<file path="config.mk">
export PLATFORM = sky130hd
export DESIGN_NAME = alu_issue_stage
export DESIGN_NICKNAME = d
export VERILOG_FILES = /design/src/rtl/alu_pkg.sv /design/src/rtl/alu_decode.sv /design/src/rtl/alu_issue_stage.sv
export SDC_FILE = /design/constraint.sdc
export NUM_CORES = 1
export LEC_CHECK = 0
export ABC_AREA = 1
export CORE_MARGIN = 5
export CORE_UTILIZATION = 49
export DETAILED_ROUTE_END_ITERATION = 10
export PLACE_DENSITY_LB_ADDON = 0.1
export SYNTH_ARGS = -nofsm -noshare
export SYNTH_HDL_FRONTEND = slang
export SYNTH_SLANG_ARGS = --single-unit
</file>
<file path="constraint.sdc">
create_clock -name clk -period 3.6 [get_ports clk]
set_clock_uncertainty 0.15 [all_clocks]
set_input_delay 0.54 -clock clk [delete_from_list [all_inputs] [get_ports clk]]
set_output_delay 0.54 -clock clk [all_outputs]
set_load 0.1 [all_outputs]
</file>
<file path="src/rtl/alu_pkg.sv">
// Shared definitions for the ALU issue path.
// Holds the ALU function-select encoding, the RV32I opcode and funct3/funct7
// constants decoded by this stage, and the datapath width.
package alu_pkg;

    // Datapath width. Only 32 is supported.
    localparam int unsigned XLEN = 32;

    // ALU function select driven to the execute stage.
    typedef enum logic [3:0] {
        AluAdd   = 4'b0000,
        AluSub   = 4'b0001,
        AluXor   = 4'b0010,
        AluOr    = 4'b0011,
        AluAnd   = 4'b0100,
        AluSlt   = 4'b0101,
        AluSltu  = 4'b0110,
        AluSll   = 4'b0111,
        AluSrl   = 4'b1000,
        AluSra   = 4'b1001,
        AluPassA = 4'b1111
    } alu_sel_e;

    // Major opcodes handled by this stage.
    localparam logic [6:0] OPC_OP     = 7'b0110011;
    localparam logic [6:0] OPC_OP_IMM = 7'b0010011;
    localparam logic [6:0] OPC_LUI    = 7'b0110111;

    // funct3 values shared by OP and OP-IMM.
    localparam logic [2:0] F3_ADD_SUB = 3'b000;
    localparam logic [2:0] F3_SLL     = 3'b001;
    localparam logic [2:0] F3_SLT     = 3'b010;
    localparam logic [2:0] F3_SLTU    = 3'b011;
    localparam logic [2:0] F3_XOR     = 3'b100;
    localparam logic [2:0] F3_SRL_SRA = 3'b101;
    localparam logic [2:0] F3_OR      = 3'b110;
    localparam logic [2:0] F3_AND     = 3'b111;

    // funct7 values: base encoding and the SUB/SRA alternate.
    localparam logic [6:0] F7_BASE = 7'b0000000;
    localparam logic [6:0] F7_ALT  = 7'b0100000;

endpackage

</file>
<file path="src/rtl/alu_decode.sv">
// Combinational RV32I decoder for the ALU issue stage.
// Ports:
//   instr    - instruction word
//   sel      - ALU function select
//   use_imm  - operand B comes from the I-type immediate
//   imm      - sign-extended I-type immediate, or the LUI upper immediate
//   use_lui  - LUI: operand A is imm, operand B is zero
//   illegal  - instruction is not an R-type, I-type ALU or LUI
module alu_decode
    import alu_pkg::*;
(
    input  logic [31:0]     instr,
    output alu_sel_e        sel,
    output logic            use_imm,
    output logic [XLEN-1:0] imm,
    output logic            use_lui,
    output logic            illegal
);

    logic [6:0] opcode;
    logic [2:0] funct3;
    logic [6:0] funct7;

    assign opcode = instr[6:0];
    assign funct3 = instr[14:12];
    assign funct7 = instr[31:25];

    // Function select shared by OP and OP-IMM when funct7 is the base encoding.
    alu_sel_e base_sel;

    always_comb begin
        base_sel = AluAdd;
        unique case (funct3)
            F3_ADD_SUB: base_sel = AluAdd;
            F3_SLL:     base_sel = AluSll;
            F3_SLT:     base_sel = AluSlt;
            F3_SLTU:    base_sel = AluSltu;
            F3_XOR:     base_sel = AluXor;
            F3_SRL_SRA: base_sel = AluSrl;
            F3_OR:      base_sel = AluOr;
            F3_AND:     base_sel = AluAnd;
            default:    base_sel = AluAdd;
        endcase
    end

    always_comb begin
        sel     = AluAdd;
        use_imm = 1'b0;
        use_lui = 1'b0;
        illegal = 1'b0;
        imm     = {{(XLEN-12){instr[31]}}, instr[31:20]};

        case (opcode)
            OPC_OP: begin
                if (funct7 == F7_BASE) begin
                    sel = base_sel;
                end else if (funct7 == F7_ALT && funct3 == F3_ADD_SUB) begin
                    sel = AluSub;
                end else if (funct7 == F7_ALT && funct3 == F3_SRL_SRA) begin
                    sel = AluSra;
                end else begin
                    illegal = 1'b1;
                end
            end
            OPC_OP_IMM: begin
                use_imm = 1'b1;
                // For shifts the upper immediate bits act as funct7.
                if (funct3 == F3_SLL) begin
                    sel     = AluSll;
                    illegal = (funct7 != F7_BASE);
                end else if (funct3 == F3_SRL_SRA) begin
                    if (funct7 == F7_BASE) begin
                        sel = AluSrl;
                    end else if (funct7 == F7_ALT) begin
                        sel = AluSra;
                    end else begin
                        illegal = 1'b1;
                    end
                end else begin
                    sel = base_sel;
                end
            end
            OPC_LUI: begin
                use_lui = 1'b1;
                sel     = AluPassA;
                imm     = {instr[31:12], 12'b0};
            end
            default: begin
                illegal = 1'b1;
            end
        endcase
    end

endmodule

</file>
<file path="src/rtl/alu_issue_stage.sv">
// Decode/issue stage in front of the ALU.
// Accepts one instruction per valid/ready handshake with its register-file
// read data, applies write-back forwarding and registers the ALU operands,
// function select and destination into a one-deep pipeline register.
// Ports:
//   clk, rst_n            - clock, asynchronous active-low reset
//   in_valid / in_ready   - upstream handshake
//   instr                 - RV32I instruction word
//   rs1_data, rs2_data    - register-file read data for instr[19:15]/[24:20]
//   wb_en, wb_rd, wb_data - same-cycle write-back for forwarding
//   flush                 - drop the held and any incoming instruction
//   out_valid / out_ready - downstream handshake
//   opA, opB, aluOutSel   - registered ALU operands and function select
//   rd                    - destination register (0 = no write)
//   illegal               - issued instruction is not supported here
module alu_issue_stage #(
    parameter int unsigned XLEN       = 32,  // only 32 is supported
    parameter int unsigned REG_ADDR_W = 5
) (
    input  logic                  clk,
    input  logic                  rst_n,
    input  logic                  in_valid,
    output logic                  in_ready,
    input  logic [31:0]           instr,
    input  logic [XLEN-1:0]       rs1_data,
    input  logic [XLEN-1:0]       rs2_data,
    input  logic                  wb_en,
    input  logic [REG_ADDR_W-1:0] wb_rd,
    input  logic [XLEN-1:0]       wb_data,
    input  logic                  flush,
    output logic                  out_valid,
    input  logic                  out_ready,
    output logic [XLEN-1:0]       opA,
    output logic [XLEN-1:0]       opB,
    output logic [3:0]            aluOutSel,
    output logic [REG_ADDR_W-1:0] rd,
    output logic                  illegal
);
    import alu_pkg::*;

    // Decode
    alu_sel_e        dec_sel;
    logic            dec_use_imm;
    logic            dec_use_lui;
    logic            dec_illegal;
    logic [XLEN-1:0] dec_imm;

    alu_decode u_decode (
        .instr   (instr),
        .sel     (dec_sel),
        .use_imm (dec_use_imm),
        .imm     (dec_imm),
        .use_lui (dec_use_lui),
        .illegal (dec_illegal)
    );

    // Operand resolution: x0 reads zero, otherwise a same-cycle write-back wins
    // over the (stale) register-file data.
    logic [REG_ADDR_W-1:0] rs1_idx;
    logic [REG_ADDR_W-1:0] rs2_idx;
    logic [XLEN-1:0]       rs1_val;
    logic [XLEN-1:0]       rs2_val;

    assign rs1_idx = instr[19:15];
    assign rs2_idx = instr[24:20];

    always_comb begin
        rs1_val = rs1_data;
        if (rs1_idx == '0) begin
            rs1_val = '0;
        end else if (wb_en && wb_rd == rs1_idx) begin
            rs1_val = wb_data;
        end
    end

    always_comb begin
        rs2_val = rs2_data;
        if (rs2_idx == '0) begin
            rs2_val = '0;
        end else if (wb_en && wb_rd == rs2_idx) begin
            rs2_val = wb_data;
        end
    end

    // Next-state operands
    logic                  is_shift;
    logic [XLEN-1:0]       opb_raw;
    logic [XLEN-1:0]       opa_d;
    logic [XLEN-1:0]       opb_d;
    logic [3:0]            sel_d;
    logic [REG_ADDR_W-1:0] rd_d;

    assign is_shift = (dec_sel == AluSll) || (dec_sel == AluSrl) || (dec_sel == AluSra);

    always_comb begin
        opa_d   = rs1_val;
        opb_raw = dec_use_imm ? dec_imm : rs2_val;
        sel_d   = dec_sel;
        rd_d    = instr[11:7];
        if (dec_use_lui) begin
            opa_d   = dec_imm;
            opb_raw = '0;
        end
        // Shift count is limited to 0..31 downstream.
        opb_d = is_shift ? {{(XLEN-5){1'b0}}, opb_raw[4:0]} : opb_raw;
        if (dec_illegal) begin
            opa_d = '0;
            opb_d = '0;
            sel_d = AluAdd;
            rd_d  = '0;
        end
    end

    // Handshake and pipeline register
    logic                  out_valid_q;
    logic [XLEN-1:0]       opa_q;
    logic [XLEN-1:0]       opb_q;
    logic [3:0]            sel_q;
    logic [REG_ADDR_W-1:0] rd_q;
    logic                  illegal_q;
    logic                  accept;

    assign in_ready = !out_valid_q || out_ready;
    assign accept   = in_valid && in_ready;

    always_ff @(posedge clk or negedge rst_n) begin
        if (!rst_n) begin
            out_valid_q <= 1'b0;
            opa_q       <= '0;
            opb_q       <= '0;
            sel_q       <= 4'b0000;
            rd_q        <= '0;
            illegal_q   <= 1'b0;
        end else if (flush) begin
            out_valid_q <= 1'b0;
        end else if (accept) begin
            out_valid_q <= 1'b1;
            opa_q       <= opa_d;
            opb_q       <= opb_d;
            sel_q       <= sel_d;
            rd_q        <= rd_d;
            illegal_q   <= dec_illegal;
        end else if (out_ready) begin
            out_valid_q <= 1'b0;
        end
    end

    assign out_valid = out_valid_q;
    assign opA       = opa_q;
    assign opB       = opb_q;
    assign aluOutSel = sel_q;
    assign rd        = rd_q;
    assign illegal   = illegal_q;

endmodule

</file>
==> run_results.csv <==
group,metric,value,unit
status,status,"finished, final reports clean",
detailed_routing,final_antenna_net_count,0,
synth,synthTopCellsByArea,"dfrtp_1, nand2_1, inv_1, nand3_1, nand4_1",
grt,gr-usage-all-layers,27.60,%
sta,whs,0.1988,ns
setup_path,crit_family,"simple AND/OR/NAND/NOR gates",
clocking,numCtsBuffers,9,
setup_path,cp_num_buf_inv,4,
clocking,hold_buffers,0,
setup_path,crit_path_start_kind,"input pin",
detailed_routing,via_per_inst,5.180,
setup_path,critPathRequiredTime,3.74,ns
power_and_ir_drop,leakage,4.464,nW
grt,overflow,0,
sta,rsz0062_at_grt,"no",
die,initial_core_util,50.12,%
placed_design,dpl.hpwl,14.65,mm
setup_path,worstPathMaxFanout,24,
synth,syn_nets,1041,
clocking,clkSinkCount,75,
finish,n_antenna_cell,0,
sta,setup_ws,0.7720,ns
worst_hold_path,hold_class,"input pin to asynchronous set/reset pin",
die,placementRows,39,
placed_design,placed_area,0.007848,mm^2
setup_path,max_stage_delay,0.49,ns
clocking,clk_pin_slew_worst_paths,0.07,ns
detailed_routing,route.vias.total,6397,
sta,setup-tns-final,0,ns
synth,synth_area_per_cell,6.380,um^2
grt,grt.busiest_layer,"met2",
job,max_cap_viol_count,0,
grt,use_met2,43.81,%
grt,grt_pass1_wl,31.08,mm
clocking,insertion_delay,0.35,ns
grt,grt_pass1_vias,6055,
synth,synth_edf_count,0,
clocking,cts_root_buf,"clkbuf_16",
synth,synth_top_cell_area_share,32.79,%
sta,slew_headroom,29.86,%
sta,slew_viol_final,0,
setup_path,cp_cell_sequence,"clkdlybuf4s50_1 -> inv_1 -> ha_1 -> nand2_2 -> nand3_2 -> nand2_1 -> nand2_1 -> nand2_1 -> inv_2 -> nand2_4 -> nor2_4 -> inv_2 -> nor2_1 -> nand2_1 -> nand2_1",
sta,setup_viol,0,
die,die-area,0.01394,mm^2
synth,yosys-top-cells-count,"nand2_1, inv_1, nand3_1",
setup_path,arrival,2.97,ns
clocking,cts-resized-gates,0,
setup_path,slowest_stage,"nor2_4",
finish,final_area,0.008154,mm^2
synth,ys_warn_count,0,
detailed_routing,first_iter_violations,515,
power_and_ir_drop,ir_drop,0.2129,mV
grt,grt_max_degree,76,
sta,max_freq,353.6,MHz
setup_path,worstSetupPathType,"input pin to register",
clocking,post_cts_buffers,0,
grt,antenna_found_initial,0,
synth,async_flop_share,100.0,%
placed_design,dp_slack,0.4533,ns
detailed_routing,drt-total-wl,19.25,mm
finish,final_nets,1231,
finish,drive_above_1_share,9.249,%
clocking,clock_path_buffers,2,
clocking,htree_levels,3,
synth,synthFlopType,"dfrtp_1",
detailed_routing,wire_per_inst,15.58,um
synth,synth_top_area_cell,"dfrtp_1",
synth,yosysMostFrequentCell,"nand2_1",
setup_path,end_kind,"register",
grt,use_met3,6.343,%
setup_path,worst_path_most_repeated_cell,"nand2_1",
synth,synth_area,0.005723,mm^2
placed_design,port_buffers,214,
detailed_routing,drtPass1Iterations,5,
synth,synth_seq_cells,75,
die,die_y,118.1,um
clocking,cts_tree,"done",
synth,ys_seq_area_share,32.79,%
sta,finalCritPeriodShare,78.56,%
sta,period_needed,2.828,ns
placed_design,place_congestion,0.9284,
synth,ys_types,33,
power_and_ir_drop,power.density,294.2,mW/mm^2
die,core_area,0.01142,mm^2
finish,area_growth,42.48,%
detailed_routing,drcViolationCount,0,
sta,hold_viol,0,
grt,grt_util_met1,36.99,%
die,pin_count,215,
die,fp.dieW,118.1,um
synth,syn_inst,897,
sta,worst_pin_slew,1.049,ns
## per-layer routing
metal  up-vias  share of wire (%)
met1      2930                 43
met2       274                 46
met5         -                  0
met4         0                2.7
met3        35                8.2
li1       3158                  -
## worst register-to-register path, cell delays in order, from the launching register on
cell and delay (ns):
dfrtp_1 0.38, inv_1 0.05, nor2_1 0.05, nor3_2 0.44
inv_2 0.12, nor2_4 0.51, inv_2 0.15, nor2_1 0.14
nand2_1 0.06, nand2_1 0.05
## registers in the layout, summed over array words and instances, names as in the netlist
| signal | flops |
|---|---|
| opA | 32 |
| opB | 32 |
| rd | 5 |
| aluOutSel | 4 |
| illegal | 1 |
| out_valid | 1 |
## through the flow
step           power [mW]  std cells  utilization (%)
5_1_grt             2.501       1235            71.41
3_3_place_gp        1.439       1219            68.73
6_report            2.399       1235            71.41
4_1_cts             2.410       1235            71.41
2_1_floorplan       1.182        897                -
3_5_place_dp        1.442       1219            68.73
## report_power, final
part           switching, mW  internal [mW]  leakage, nW  total (mW)
sequential           0.00687          0.854         1.04       0.861
combinational          0.338          0.231         3.28       0.568
clock                  0.419          0.550        0.148       0.969
## kinds of logic (layout without fill, tap and decap cells)
kind of cell               Yosys count  after routing  share of synthesized area, %
AOI/OAI and AO/OA                   52             52                         5.706
buffers and inverters              209            404                         15.44
DFF                                 75             75                         32.79
and+or+nand+nor                    556            556                         44.97
adders and majority gates            5              5                         1.093
## path summary, 6_finish.rpt
| path | start | end | slack (ns) | depth (start not counted) |
|---|---|---|---|---|
| max | instr[13] | opA[27] | 0.77 | 15 |
| min reg2reg | opB[13] | opB[13] | 0.33 | 2 |
| min | rst_n | opB[25] | 0.20 | 1 |
| min in group clk | opB[13] | opB[13] | 0.33 | 2 |
| max in group asynchronous | rst_n | opA[20] | 2.49 | 1 |
| max reg2reg | out_valid | opA[27] | 1.46 | 9 |
## cell type report
type / count / area [um^2]
Clock buffer: 9 / 225.2
Tap cell: 143 / 178.9
Timing Repair Buffer: 225 / 2217
Inverter: 163 / 611.8
Fill cell: 1034 / 3264
Multi-Input combinational cell: 613 / 2963
Clock inverter: 7 / 81.33
Sequential cell: 75 / 1877
## placed cells by master, fill, tap and decap left out, drive strengths merged
cell / synthesis / layout
a21oi: 10 / 10
a22o: 6 / 6
and2: 1 / 1
buf: 28 / 14
bufinv: 0 / 1
clkbuf: 18 / 9
clkdlybuf4s50: 0 / 211
clkinvlp: 0 / 1
dfrtp: 75 / 75
ha: 5 / 5
inv: 163 / 168
nand2: 345 / 345
nand3: 91 / 91
nand4: 50 / 50
nor2: 66 / 66
nor3: 2 / 2
nor4: 1 / 1
o211ai: 15 / 15
o21ai: 19 / 19
o22ai: 2 / 2
Note: power is estimated with default switching activity, not from simulation.
